### src/rtl/if_fetch_unit_if.sv
// Instruction-memory bus between the fetch unit (master) and instruction memory (slave).
// One request is outstanding at a time, and each request is answered by a one-cycle valid strobe.
interface if_fetch_unit_if;
    logic        imem_req;
    logic [63:0] imem_addr;
    logic [31:0] imem_rdata;
    logic        imem_valid;

    modport master (
        output imem_req,
        output imem_addr,
        input  imem_rdata,
        input  imem_valid
    );

    modport slave (
        input  imem_req,
        input  imem_addr,
        output imem_rdata,
        output imem_valid
    );
endinterface

### src/rtl/if_fetch_unit.sv
// Instruction fetch stage: issues sequential fetches, presents them in a registered IF/ID slot
// with a one-entry skid buffer, and redirects on taken branches.
module if_fetch_unit #(
    parameter logic [63:0] RESET_PC  = 64'h0,
    parameter logic [31:0] NOP_INSTR = 32'h00000013
) (
    input  logic            clk,
    input  logic            reset,
    input  logic            stall,
    input  logic            branch_taken,
    input  logic [63:0]     branch_target,
    if_fetch_unit_if.master imem,
    output logic [31:0]     Instruction,
    output logic [63:0]     PC_Out,
    output logic [63:0]     adder_out1,
    output logic            fetch_valid
);
    typedef enum logic [1:0] {IDLE, REQ, WAIT, FLUSH} state_t;

    state_t      state;
    logic        req_q;
    logic [63:0] pc;
    logic [31:0] skid_instr;
    logic [63:0] skid_pc;
    logic        skid_valid;

    logic        transfer;
    logic        slot_free;
    logic [63:0] pc_plus4;
    logic [63:0] skid_pc_plus4;
    logic [63:0] redirect_pc;

    assign transfer      = fetch_valid && !stall;
    assign slot_free     = !fetch_valid || !stall;
    assign pc_plus4      = pc + 64'd4;
    assign skid_pc_plus4 = skid_pc + 64'd4;
    assign redirect_pc   = branch_target & ~64'd3;

    assign imem.imem_req  = req_q;
    assign imem.imem_addr = pc;

    // Whole fetch FSM; the request strobe is registered alongside every state change.
    always_ff @(posedge clk) begin
        if (reset) begin
            state       <= IDLE;
            req_q       <= 1'b0;
            pc          <= RESET_PC;
            fetch_valid <= 1'b0;
            Instruction <= NOP_INSTR;
            PC_Out      <= 64'h0;
            adder_out1  <= 64'h0;
            skid_valid  <= 1'b0;
            skid_instr  <= NOP_INSTR;
            skid_pc     <= 64'h0;
        end else if (branch_taken) begin
            pc          <= redirect_pc;
            fetch_valid <= 1'b0;
            Instruction <= NOP_INSTR;
            skid_valid  <= 1'b0;
            // A response arriving on this edge means nothing is left in flight to flush.
            if (!imem.imem_valid && (state == REQ || state == FLUSH)) begin
                state <= FLUSH;
                req_q <= 1'b0;
            end else begin
                state <= REQ;
                req_q <= 1'b1;
            end
        end else begin
            case (state)
                IDLE: begin
                    state <= REQ;
                    req_q <= 1'b1;
                end
                REQ: begin
                    if (imem.imem_valid && slot_free) begin
                        Instruction <= imem.imem_rdata;
                        PC_Out      <= pc;
                        adder_out1  <= pc_plus4;
                        fetch_valid <= 1'b1;
                        pc          <= pc_plus4;
                    end else if (imem.imem_valid) begin
                        skid_instr <= imem.imem_rdata;
                        skid_pc    <= pc;
                        skid_valid <= 1'b1;
                        pc         <= pc_plus4;
                        state      <= WAIT;
                        req_q      <= 1'b0;
                    end else if (transfer) begin
                        fetch_valid <= 1'b0;
                        Instruction <= NOP_INSTR;
                    end
                end
                WAIT: begin
                    if (transfer && skid_valid) begin
                        Instruction <= skid_instr;
                        PC_Out      <= skid_pc;
                        adder_out1  <= skid_pc_plus4;
                        fetch_valid <= 1'b1;
                        skid_valid  <= 1'b0;
                        state       <= REQ;
                        req_q       <= 1'b1;
                    end
                end
                FLUSH: begin
                    if (transfer) begin
                        fetch_valid <= 1'b0;
                        Instruction <= NOP_INSTR;
                    end
                    if (imem.imem_valid) begin
                        state <= REQ;
                        req_q <= 1'b1;
                    end
                end
                default: begin
                    state <= IDLE;
                    req_q <= 1'b0;
                end
            endcase
        end
    end

    // An unanswered request keeps its address, and an empty slot always shows the NOP.
    property p_addr_stable;
        @(posedge clk) disable iff (reset)
            (state == REQ && !imem.imem_valid && !branch_taken)
                |=> (state == REQ && imem.imem_addr == $past(imem.imem_addr));
    endproperty
    assert property (p_addr_stable);

    assert property (@(posedge clk) disable iff (reset) !fetch_valid |-> Instruction == NOP_INSTR);
endmodule

### src/flat_wrapper.sv
// flat-port wrapper written by rule: the top's interface ports become plain ports
module if_fetch_unit_flat 
#(
    parameter logic [63:0] RESET_PC  = 64'h0,
    parameter logic [31:0] NOP_INSTR = 32'h00000013
)
  (clk, reset, stall, branch_taken, branch_target, Instruction, PC_Out, adder_out1, fetch_valid, imem_imem_req, imem_imem_addr, imem_imem_rdata, imem_imem_valid);
  if_fetch_unit_if imem_i ();
  input  logic clk;
  input  logic reset;
  input  logic stall;
  input  logic branch_taken;
  input  logic [63:0] branch_target;
  output logic [31:0] Instruction;
  output logic [63:0] PC_Out;
  output logic [63:0] adder_out1;
  output logic fetch_valid;
  output wire logic [$bits(imem_i.imem_req)-1:0] imem_imem_req;
  output wire logic [$bits(imem_i.imem_addr)-1:0] imem_imem_addr;
  input wire logic [$bits(imem_i.imem_rdata)-1:0] imem_imem_rdata;
  input wire logic [$bits(imem_i.imem_valid)-1:0] imem_imem_valid;
  assign imem_imem_req = imem_i.imem_req;
  assign imem_imem_addr = imem_i.imem_addr;
  assign imem_i.imem_rdata = imem_imem_rdata;
  assign imem_i.imem_valid = imem_imem_valid;
  if_fetch_unit #(.RESET_PC(RESET_PC), .NOP_INSTR(NOP_INSTR)) u_core (.clk(clk), .reset(reset), .stall(stall), .branch_taken(branch_taken), .branch_target(branch_target), .imem(imem_i), .Instruction(Instruction), .PC_Out(PC_Out), .adder_out1(adder_out1), .fetch_valid(fetch_valid));
endmodule
### config.mk
export PLATFORM = sky130hd
export DESIGN_NAME = if_fetch_unit_flat
export DESIGN_NICKNAME = d
export VERILOG_FILES = /design/src/rtl/if_fetch_unit_if.sv /design/src/rtl/if_fetch_unit.sv /design/src/flat_wrapper.sv
export SDC_FILE = /design/constraint.sdc
export NUM_CORES = 1
export LEC_CHECK = 0
export CAP_MARGIN = 20
export CORE_MARGIN = 3
export CORE_UTILIZATION = 35
export CTS_CLUSTER_DIAMETER = 200
export CTS_CLUSTER_SIZE = 12
export DETAILED_ROUTE_END_ITERATION = 10
export GPL_ROUTABILITY_DRIVEN = 0
export HOLD_SLACK_MARGIN = 0.08
export RECOVER_POWER = 25
export SLEW_MARGIN = 30
export SYNTH_ARGS = -nofsm -noshare
export SYNTH_HDL_FRONTEND = slang
export SYNTH_SLANG_ARGS = --single-unit
### constraint.sdc
create_clock -name clk -period 2.84 [get_ports clk]
set_clock_uncertainty 0.15 [all_clocks]
set_input_delay 0.568 -clock clk [delete_from_list [all_inputs] [get_ports clk]]
set_output_delay 0.568 -clock clk [all_outputs]
set_load 0.01 [all_outputs]
Word level (Yosys, flattened, before mapping). Index checks and enable logic that the tools add are counted.

Flip-flop bits (word level): 325. Output and inout bits: 226.

Add/subtract/negate cells: 2. Equality and inequality tests: 12. Muxes and demuxes: 36. Bitwise operators: 2. Reduce and logical (&&, ||, !) cells: 23.

Operators with widths (number): 64-bit 2-to-1 mux (8); 64-bit case mux with 2 select lines (2); 64-bit by 3-bit adder with 64-bit output (second input constant) (2); 32-bit 2-to-1 mux (4); 32-bit case mux with 3 select lines (1); 4-bit AND reduction (4); 2-bit 2-to-1 mux (6); 3-bit != test (second input constant) (4); 1-bit 2-to-1 mux (11); 2-bit case mux with 4 select lines (1); 2-bit != test (second input constant) (3); 2-bit nonzero test (3); 3-bit nonzero test (2); 2-bit equality test (second input constant) (2); 1-bit logical AND (4); 1-bit case mux with 4 select lines (1); 2-bit AND reduction (2); 1-bit logical NOT (3); 3-bit by 2-bit != test with 1-bit output (second input constant) (1); 1-bit case mux with 3 select lines (1); 3-bit AND reduction (1); 2-bit by 1-bit equality test with 1-bit output (second input constant) (1); 2-bit logical NOT (1); 1-bit logical OR (2); other kinds (4) (5).

Depth between registers and ports, before layout.
Depth after elaboration: 6. Mapped depth: 9. Mapped depth without buffers: 7.

Worst setup path after synthesis. No wires, ideal clock.

Path kind: flip-flop to flip-flop. Start: reg u_core.skid_pc[44]. End: reg u_core.adder_out1[63]. Setup time: 0.122 ns. Arrival time: 2.360 ns. Setup slack: 0.208 ns. Cell stages (with the launch flop): 8. Path buffers: 1. Clock period less this slack: 2.632 ns. Cells stage by stage: dfxtp_1 > nand4_2 > or3_1 > buf_6 > or4_4 > or3_1 > xnor2_1 > a221o_1.

Cells in the longest elaborated chain, start to end: 3.

Ends and longest elaborated chain: start: declaration (line if_fetch_unit.sv:24) `logic [63:0] skid_pc;`; start signal: assignment (line if_fetch_unit.sv:83) `skid_pc <= pc;`; 64-bit by 3-bit adder with 64-bit output (line if_fetch_unit.sv:36) `assign skid_pc_plus4 = skid_pc + 64'd4;`; 64-bit 2-to-1 mux (line if_fetch_unit.sv:94) `if (transfer && skid_valid) begin`; 64-bit case mux with 2 select lines (line if_fetch_unit.sv:69) `case (state)`; end signal: assignment (line if_fetch_unit.sv:78) `adder_out1 <= pc_plus4;`; end signal: assignment (line if_fetch_unit.sv:97) `adder_out1 <= skid_pc_plus4;`; end: declaration (line if_fetch_unit.sv:15) `output logic [63:0] adder_out1,`.

No other way between the ends. The select of a mux whose other input is x is not followed. A chain may end at the register's enable or synchronous reset.

Final worst setup path.
Start: reg u_core.skid_pc[50]. End: reg u_core.adder_out1[63].

Same word-level chain as after synthesis.

==> flow_metrics.py <==
metrics = {
    "run_status": {
        "status": "finished, final reports clean",
    },
    "timing": {
        "period_share_pct": 95.9,
        "final-hold-violation-count": 0,
        "fin_ws_ns": 0.117,
        "slew_headroom_pct": 24.6,
        "setup_violations": 0,
        "tightest_slew_ns": 1.13,
        "report.final.slew_viol_count": 0,
        "hold_slack_ns": 0.307,
        "max_freq_mhz": 367,
        "fin_crit_ns": 2.72,
    },
    "synth": {
        "synth.distinct_cells": 62,
        "synth-edff-count": 0,
        "synth_commonest_cells": "nand2_1 (456), dfxtp_1 (317), nor2_1 (220)",
        "synthFlopType": "dfxtp_1",
        "yosysTopAreaCell": "dfxtp_1",
        "synth-seq-cells": 317,
        "synth.avg_cell_area_um2": 7.54,
        "async_flop_share_pct": 0,
        "ys_seq_area_share_pct": 39.9,
        "yosysWarnings": 0,
        "yosysTopAreaCellShare_pct": 39.9,
        "netlist_area_um2": 15900,
        "synth_area_leaders": "dfxtp_1 (40%), nand2_1 (11%), xnor2_1 (6.1%)",
        "synth_most_common_cell": "nand2_1",
        "syn_inst": 2111,
    },
    "min_path": {
        "hp-class": "register to register",
    },
    "drt": {
        "detail-route-antenna-nets": 0,
        "dr.first_iter.drc_count": 1465,
        "routedWlPerCell_um": 20.7,
        "vias": 16900,
        "top_layer_used": "met4",
        "viasPerCell": 5.53,
        "first_pass_iters": 5,
        "drc": 0,
        "wl_met3_um": 5440,
        "wl_um": 63200,
        "wl_met2_um": 28900,
        "drt-met1-wl_um": 26900,
    },
    "die": {
        "io_pins": 327,
        "chipWidth_um": 219,
        "die_height_um": 219,
        "start_util_pct": 35.7,
        "core-area_um2": 44600,
        "num_rows": 77,
        "die-area_um2": 48100,
    },
    "layout": {
        "design_area_um2": 21500,
        "layout.nets": 2558,
        "drive_gt1_share_pct": 10.4,
        "seq_area_um2": 6350,
        "final.fill_count": 4318,
        "multiInputGateArea_um2": 8720,
        "area_delta_synth_final_pct": 35.3,
    },
    "clocking": {
        "cts_buffer_depth": 3,
        "clk_latency_ns": 0.58,
        "cts_buffers": 30,
        "cts-root-buf": "clkbuf_16",
        "htreeDepth": 1,
        "clkSlewWorstSetupHoldPaths_ns": 0.07,
        "cts_tree": "yes",
        "cts_sinks": 317,
    },
    "global_routing": {
        "grt_first_pass_wirelength_um": 96200,
        "grt_pass1_vias": 16100,
        "grt_overflow": 0,
        "antenna_found_initial": 1,
        "grt_max_degree": 128,
        "grtUsageTotal_pct": 25.3,
    },
    "worst_setup_path": {
        "start_kind": "register",
        "worst-setup-path-type": "register to register",
        "path_common_cell": "or3_1",
        "cp-end-kind": "register",
        "worstPathRequired_ns": 3.16,
        "crit_slowest_cell": "or4_4",
        "critical_path.max_stage_delay_ns": 0.53,
        "cp_top_family": "simple AND/OR/NAND/NOR gates",
        "critPathArrivalTime_ns": 3.05,
        "critical_path.cell_chain": "nand4_1 > or3_1 > or4_4 > or3_1 > xnor2_1 > a221o_1",
        "cp_max_fo": 4,
        "critical_path_buf_inv_count": 0,
    },
    "placed_design": {
        "hpwl_um": 45800,
        "io_buffers": 318,
        "place_ws_ns": -0.292,
        "dpl_cell_area_um2": 20700,
    },
    "power": {
        "leakage_nw": 7.28,
        "powerDensity_nw_per_um2": 454,
        "peakVddDrop_mv": 0.428,
    },
    "flow_run": {
        "maxCapViolations": 0,
    },
}
[where the power goes]
group / switching, mW / internal [mW]
combinational: 0.760 / 0.653
clock: 1.75 / 1.91
sequential: 0.129 / 4.59
total: 2.64 / 7.14
[sequential cells by signal, indices dropped and copies added, names as in the netlist]
register               cells
u_core.PC_Out             62
u_core.adder_out1         62
u_core.imem.imem_addr     62
u_core.skid_pc            62
u_core.Instruction        32
u_core.skid_instr         32
u_core.state               2
u_core.fetch_valid         1
u_core.imem.imem_req       1
u_core.skid_valid          1
[worst paths after layout]
| kind | slack [ns] | cells past startpoint | startpoint | to |
|---|---|---|---|---|
| worst max-delay path | 0.12 | 6 | u_core.skid_pc[50] | u_core.adder_out1[63] |
| worst min-delay path | 0.31 | 2 | u_core.skid_instr[2] | u_core.skid_instr[2] |
| worst max register to register | 0.12 | 6 | u_core.skid_pc[50] | u_core.adder_out1[63] |
| worst min register to register | 0.31 | 2 | u_core.skid_instr[2] | u_core.skid_instr[2] |
[layout by cell type, fill, tap and decap left out, drive strengths merged, types with 44 or more instances in the layout]
cell | synthesis | layout
dfxtp | 317 | 317
xnor2 | 110 | 110
nor3 | 49 | 49
buf | 45 | 193
xor2 | 44 | 44
a22oi | 48 | 48
nand3 | 72 | 72
o21ai | 49 | 49
nand2 | 457 | 457
nor2 | 221 | 221
a311oi | 71 | 71
a21oi | 177 | 177
dlygate4sd3 | 0 | 47
nand4 | 72 | 72
clkdlybuf4s50 | 0 | 271
[metal layers]
layer / vias up / GRT usage [%]
li1: 7991 / -
met1: 8044 / 33.8
met2: 704 / 40.9
met3: 121 / 5.40
met4: 0 / 7.91
met5: - / 0
[logic make-up after synthesis]
group / count (synthesis) / share of synthesized area [%]
compound gates: 425 / 17.4
xor+xnor: 154 / 8.47
flops: 317 / 39.9
mux: 9 / 0.566
simple gates: 979 / 27.7
buf+inv: 224 / 5.83
fa+ha+maj: 2 / 0.157
other cells: 1 / 0.0236
[repair_timing]
action                                  in CTS  in global routing
hold buffers                                 1                  0
setup buffers                                0                  4
endpoints found under the hold margin        3                  0
endpoints found under the setup margin       0                  8
resized for setup                            0                  5
[cell type report]
| class | count | share of cell area (%) |
|---|---|---|
| multi-input combinational | 1575 | 40.5 |
| sequential | 317 | 29.5 |
| timing repair buffer | 514 | 22.7 |
| clock buffer | 31 | 3.60 |
| tap | 592 | 3.44 |
| inverter | 17 | 0.302 |
| clock inverter | 1 | 0.0407 |
| antenna | 1 | 0.0116 |
[metrics by stage]
stage          utilization, %  cells  power, mW  setup TNS [ns]
3_3_place_gp             46.4   3009       6.21          -16.23
4_1_cts                  48.3   3043       9.86               0
5_1_grt                  48.3   3047       10.1         -0.0387
3_5_place_dp             46.5   3010       6.23           -9.90
6_report                 48.3   3048       9.78               0
2_1_floorplan               -   2116       5.45               0
[worst register-to-register path, stage by stage (launching register included)]
cell     delay, ns
dfxtp_1       0.41
nand4_1       0.19
or3_1         0.42
or4_4         0.53
or3_1         0.46
xnor2_1       0.15
a221o_1       0.31
Power figures use the tool's default switching activity.
